--- src/rtl/viexo_pkg.sv ---
// viexo_pkg: shared opcodes, FSM states and default geometry for the text-cell write scheduler.
package viexo_pkg;

    localparam int DEF_ADDR_W = 12;
    localparam int DEF_CHAR_W = 8;
    localparam int DEF_CELLS  = 2400;

    typedef enum logic [1:0] {
        OP_PUT     = 2'b00,
        OP_FILL    = 2'b01,
        OP_PUTNEXT = 2'b10,
        OP_SETCUR  = 2'b11
    } op_e;

    typedef enum logic {
        ST_IDLE = 1'b0,
        ST_FILL = 1'b1
    } state_e;

endpackage

--- src/rtl/viexo_cellctr.sv ---
// viexo_cellctr: wrapping 0..CELLS-1 cell counter with clear, load (out-of-range loads give 0) and increment.
module viexo_cellctr #(
    parameter int ADDR_W = 12,
    parameter int CELLS  = 2400
) (
    input  logic              clk_i,
    input  logic              rst_i,
    input  logic              clr_i,
    input  logic              ld_i,
    input  logic              inc_i,
    input  logic [ADDR_W-1:0] ld_val_i,
    output logic [ADDR_W-1:0] cnt_o
);

    localparam logic [ADDR_W-1:0] LAST = ADDR_W'(CELLS - 1);

    logic [ADDR_W-1:0] cnt_q, cnt_d;

    always_comb
        cnt_d = clr_i ? '0
              : ld_i  ? (ld_val_i > LAST ? '0 : ld_val_i)
              : inc_i ? (cnt_q == LAST ? '0 : cnt_q + 1'b1)
              : cnt_q;

    always_ff @(posedge clk_i or posedge rst_i)
        if (rst_i) cnt_q <= '0;
        else       cnt_q <= cnt_d;

    assign cnt_o = cnt_q;

endmodule

--- src/rtl/viexo_textctl.sv ---
// viexo_textctl: MMIO character command scheduler and screen fill engine for the text-cell buffer.
// Macro VIEXO_CURSOR_EN enables the PUTNEXT/SETCUR cursor commands; otherwise cursor is tied to 0.
module viexo_textctl
    import viexo_pkg::*;
#(
    parameter int ADDR_W = DEF_ADDR_W,
    parameter int CHAR_W = DEF_CHAR_W,
    parameter int CELLS  = DEF_CELLS
) (
    input  logic              aclk,
    input  logic              areset,
    input  logic              cmd_valid,
    output logic              cmd_ready,
    input  logic [1:0]        cmd_op,
    input  logic [ADDR_W-1:0] cmd_addr,
    input  logic [CHAR_W-1:0] cmd_char,
    output logic              busy,
    output logic [ADDR_W:0]   wen_addr,
    output logic [CHAR_W-1:0] wch,
    output logic [ADDR_W-1:0] cursor
);

    localparam logic [ADDR_W-1:0] LAST = ADDR_W'(CELLS - 1);

    state_e            state_q, state_d;
    logic              ready_q, busy_q;
    logic [ADDR_W:0]   wen_q, wen_d;
    logic [CHAR_W-1:0] wch_q, wch_d, fch_q, fch_d;
    logic [ADDR_W-1:0] fill_cnt;
    logic              fill_inc, fill_done, acc;
    op_e               op;

    assign op        = op_e'(cmd_op);
    assign acc       = cmd_valid & ready_q;
    assign fill_done = (state_q == ST_FILL) && (fill_cnt == LAST);

    // fill_cnt rests at 0 in IDLE (wraps there after the last cell, cleared by reset on abort)
    viexo_cellctr #(.ADDR_W(ADDR_W), .CELLS(CELLS)) u_fill_ctr (
        .clk_i(aclk), .rst_i(areset), .clr_i(1'b0), .ld_i(1'b0), .inc_i(fill_inc),
        .ld_val_i('0), .cnt_o(fill_cnt)
    );

`ifdef VIEXO_CURSOR_EN
    logic [ADDR_W-1:0] cur;
    viexo_cellctr #(.ADDR_W(ADDR_W), .CELLS(CELLS)) u_cur_ctr (
        .clk_i(aclk), .rst_i(areset), .clr_i(fill_done),
        .ld_i(acc && op == OP_SETCUR), .inc_i(acc && op == OP_PUTNEXT),
        .ld_val_i(cmd_addr), .cnt_o(cur)
    );
    assign cursor = cur;
`else
    assign cursor = '0;
`endif

    always_comb begin
        state_d  = state_q;
        wen_d    = {1'b0, wen_q[ADDR_W-1:0]};
        wch_d    = wch_q;
        fch_d    = fch_q;
        fill_inc = 1'b0;
        if (state_q == ST_FILL) begin
            wen_d    = {1'b1, fill_cnt};
            wch_d    = fch_q;
            fill_inc = 1'b1;
            state_d  = fill_done ? ST_IDLE : ST_FILL;
        end else if (acc) begin
            case (op)
                OP_PUT: if (cmd_addr <= LAST) begin
                    wen_d = {1'b1, cmd_addr};
                    wch_d = cmd_char;
                end
                OP_FILL: begin
                    state_d  = ST_FILL;
                    fch_d    = cmd_char;
                    wen_d    = {1'b1, fill_cnt};
                    wch_d    = cmd_char;
                    fill_inc = 1'b1;
                end
`ifdef VIEXO_CURSOR_EN
                OP_PUTNEXT: begin
                    wen_d = {1'b1, cur};
                    wch_d = cmd_char;
                end
`endif
                default: ;
            endcase
        end
    end

    always_ff @(posedge aclk or posedge areset)
        if (areset) begin
            state_q <= ST_IDLE;
            ready_q <= 1'b0;
            busy_q  <= 1'b0;
            wen_q   <= '0;
            wch_q   <= '0;
            fch_q   <= '0;
        end else begin
            state_q <= state_d;
            ready_q <= state_d == ST_IDLE;
            busy_q  <= state_d == ST_FILL;
            wen_q   <= wen_d;
            wch_q   <= wch_d;
            fch_q   <= fch_d;
        end

    assign cmd_ready = ready_q;
    assign busy      = busy_q;
    assign wen_addr  = wen_q;
    assign wch       = wch_q;

endmodule

--- config.mk ---
export PLATFORM = sky130hd
export DESIGN_NAME = viexo_textctl
export DESIGN_NICKNAME = d
export VERILOG_FILES = /design/src/rtl/viexo_pkg.sv /design/src/rtl/viexo_cellctr.sv /design/src/rtl/viexo_textctl.sv
export SDC_FILE = /design/constraint.sdc
export NUM_CORES = 1
export LEC_CHECK = 0
export ABC_CLOCK_PERIOD_IN_PS = 5050
export CORE_ASPECT_RATIO = 1.5
export CORE_MARGIN = 2
export CORE_UTILIZATION = 40
export DETAILED_ROUTE_END_ITERATION = 6
export PLACE_DENSITY = 0.69
export SLEW_MARGIN = 10
export SYNTH_ARGS = -nofsm -noshare
export SYNTH_HDL_FRONTEND = slang
export SYNTH_SLANG_ARGS = --single-unit
export TNS_END_PERCENT = 10
--- constraint.sdc ---
create_clock -name aclk -period 5.05 [get_ports aclk]
set_input_delay 0.505 -clock aclk [delete_from_list [all_inputs] [get_ports aclk]]
set_output_delay 0.505 -clock aclk [all_outputs]
set_load 0.01 [all_outputs]
==> impl_metrics.yaml <==
logic_synthesis:
  synth_area_um2: 2170
  synthCells: 179
  ys_warn_count: 0
  synth-seq-area-share_pct: 49.7
  synthArstFlopShare_pct: 100
  ys_ff_latch: 43
  yosys-top-cells-area: "dfrtp_1, mux2_2, mux2_4"
  syn_area_per_cell_um2: 12.1
  ys_top_cells_by_count: "dfrtp_1, mux2_2, buf_4, a221o_1, nand2_1"
  yosysTopAreaCellShare_pct: 49.7
  synthDistinctLibCells: 39
  synth_ff_type: "dfrtp_1"
  synth_edf_count: 0
  synth_most_common_cell: "dfrtp_1"
  synth_top_area_cell: "dfrtp_1"
clocking:
  cts_resized: 0
  cts_hold_buf: 0
  root_buffer: "clkbuf_8"
  cts.sinks: 43
  clk_pin_slew_worst_paths_ns: 0.08
  tritoncts: "yes"
  cts_buffers: 5
  cts_max_level: 2
  clock_path_buffers: 2
  post_cts_buffers: 0
  clk_latency_ns: 0.29
timing:
  fmax_ghz: 0.382
  slew_violations: 0
  fin_setup_tns_ns: 0
  finalCritPeriodShare_pct: 51.9
  tightest_slew_ns: 0.816
  min_period_ns: 2.62
  final_hold_viol_count: 0
  slew-limit-headroom_pct: 45.5
  finalSetupViolations: 0
  rsz0062_at_grt: "false"
  skew_ns: 0.00727
finish:
  n_antenna_cell: 0
  seq_area_um2: 1080
  nets: 251
  multiInputGateArea_um2: 967
  final_util_pct: 53.1
  final_layout_size_suffix_gt1_share_pct: 15.0
  area_delta_synth_final_pct: 27.4
  fillerInstances: 485
  design_area_um2: 2760
drt:
  drc: 0
  vias: 1525
  viasPerCell: 5.19
  firstDrtPassIters: 4
  wl_per_cell_um: 15.4
  wl_um: 4540
  ant_nets: 0
  drt_iter0_markers: 22
critical_path:
  crit_type: "in -> reg"
  rr_startpoint: "busy"
  critPathCaptureType: "flip-flop"
  cp.arrival_ns: 2.80
  cp-startpoint: "cmd_op[0]"
  slowest_stage: "a21oi_4"
  path_delay_family: "simple AND/OR/NAND/NOR gates"
  worst_path_largest_cell_delay_ns: 0.71
  cp-start-kind: "input pin"
  cp_max_fo: 21
  worst-path-buf-inv: 1
  crit_chain: "clkdlybuf4s50_1, and4b_4, or2_1, a21oi_4, mux2_2"
  crit_required_ns: 5.23
power_and_ir_drop:
  power_density_nw_per_um2: 485
  power_frac_comb_pct: 33.9
  peakVddDrop_uv: 263
  p_sw_uw: 397
  p_int_uw: 942
  pwr-share-clk_pct: 23.7
  share_seq_of_total_power_pct: 42.4
  netSwitchingFraction_pct: 29.7
  leakage_uw: 0.00124
job:
  maxCapViolCount: 0
placed_design:
  dp_hpwl_um: 3250
  dpl-instance-area_um2: 2630
  portBuffers: 47
  place_congestion: 0.815
floorplan:
  core_area_um2: 5200
  ioPinCount: 60
  dieArea_um2: 6030
  die_h_um: 94.1
  start_util_pct: 41.6
  rows: 32
  die_w_um: 64.1
hold_path:
  min_from: "fch_q[2]"
  hp-class: "reg -> reg"
global_route:
  grt_max_degree: 44
  grt_pass1_wl_um: 7450
  gr-total-overflow: 0
  grt_antenna_before_repair: 0
  grtUsageTotal_pct: 15.9
  grt_pass1_vias: 1549
outcome:
  status: "finished, final reports clean"
==> per-stage QoR <==
stage	setup slack [ns]	total power [µW]	hold WS, ns	instances
2_1_floorplan	3.25	835	0.466	190
3_3_place_gp	2.19	1020	0.478	286
5_1_grt	2.33	1420	0.514	294
6_report	2.43	1340	0.505	294
4_1_cts	2.45	1350	0.507	294
3_5_place_dp	2.13	1030	0.487	286
==> cells in the final DEF (no fill, tap or decap), types with 2 or more instances in the layout <==
| cell | instances |
|---|---|
| bufinv_16 | 2 |
| and3b_1 | 3 |
| mux2_4 | 8 |
| nand3_1 | 4 |
| and2_1 | 4 |
| a21oi_1 | 2 |
| clkdlybuf4s50_1 | 47 |
| clkbuf_8 | 5 |
| o31ai_1 | 3 |
| nand2_1 | 10 |
| xnor2_1 | 3 |
| o21ai_0 | 4 |
| mux2_2 | 13 |
| a221o_1 | 11 |
| nand4_1 | 3 |
| dfrtp_1 | 43 |
| xor2_1 | 4 |
| nor2_1 | 8 |
| and3_1 | 6 |
| inv_1 | 4 |
| conb_1 | 12 |
| a32o_1 | 5 |
| and4_1 | 4 |
==> final timing paths <==
path / endpoint / depth (start not counted) / slack, ns
min in group asynchronous: wen_addr[12] / 3 / 0.63
min: fch_q[2] / 1 / 0.50
min reg2reg: fch_q[2] / 1 / 0.50
max in group asynchronous: fch_q[5] / 3 / 4.04
max reg2reg: wen_addr[3] / 3 / 2.65
max: wen_addr[3] / 5 / 2.43
==> power groups by stage <==
stage	clock [µW]	sequential, µW	combinational, µW
global route	339	586	495
finish	318	568	454
CTS	326	568	460
floorplan	0	569	266
detailed placement	0	570	458
global placement	0	573	448
==> worst register-to-register path, delay by kind of cell (launching register included) <==
family,cells,cell delay (ns)
compound gates,1,0.71
flops,1,0.59
mux,1,0.42
simple gates,1,0.57
==> routing by layer <==
metal | GRT usage, % | share of wire [%]
met1 | 19.6 | 44
met2 | 28.1 | 51
met3 | 2.64 | 3.1
met4 | 5.32 | 1.3
met5 | 0 | 0
==> area by class of cell <==
| type | count | share of cell area (%) |
|---|---|---|
| Tap cell | 68 | 3.08 |
| Clock buffer | 5 | 2.49 |
| Clock inverter | 3 | 2.45 |
| Timing Repair Buffer | 48 | 17.3 |
| Multi-Input combinational cell | 122 | 35.0 |
| Inverter | 5 | 0.680 |
| Sequential cell | 43 | 39.0 |
==> state kept, by name (all words and copies together), names as in the netlist <==
| name | cells |
|---|---|
| wch | 8 |
| cmd_ready | 1 |
| fch_q | 8 |
| wen_addr | 13 |
| u_fill_ctr.cnt_o | 12 |
| busy | 1 |
==> kinds of logic after synthesis <==
family | share of synthesized area, %
other cells | 0.173
simple gates | 13.0
compound gates | 13.4
flops | 49.7
mux | 12.8
fa+ha+maj | 0.577
xor+xnor | 2.83
buf+inv | 7.62
(Power assumes the default switching activity.)
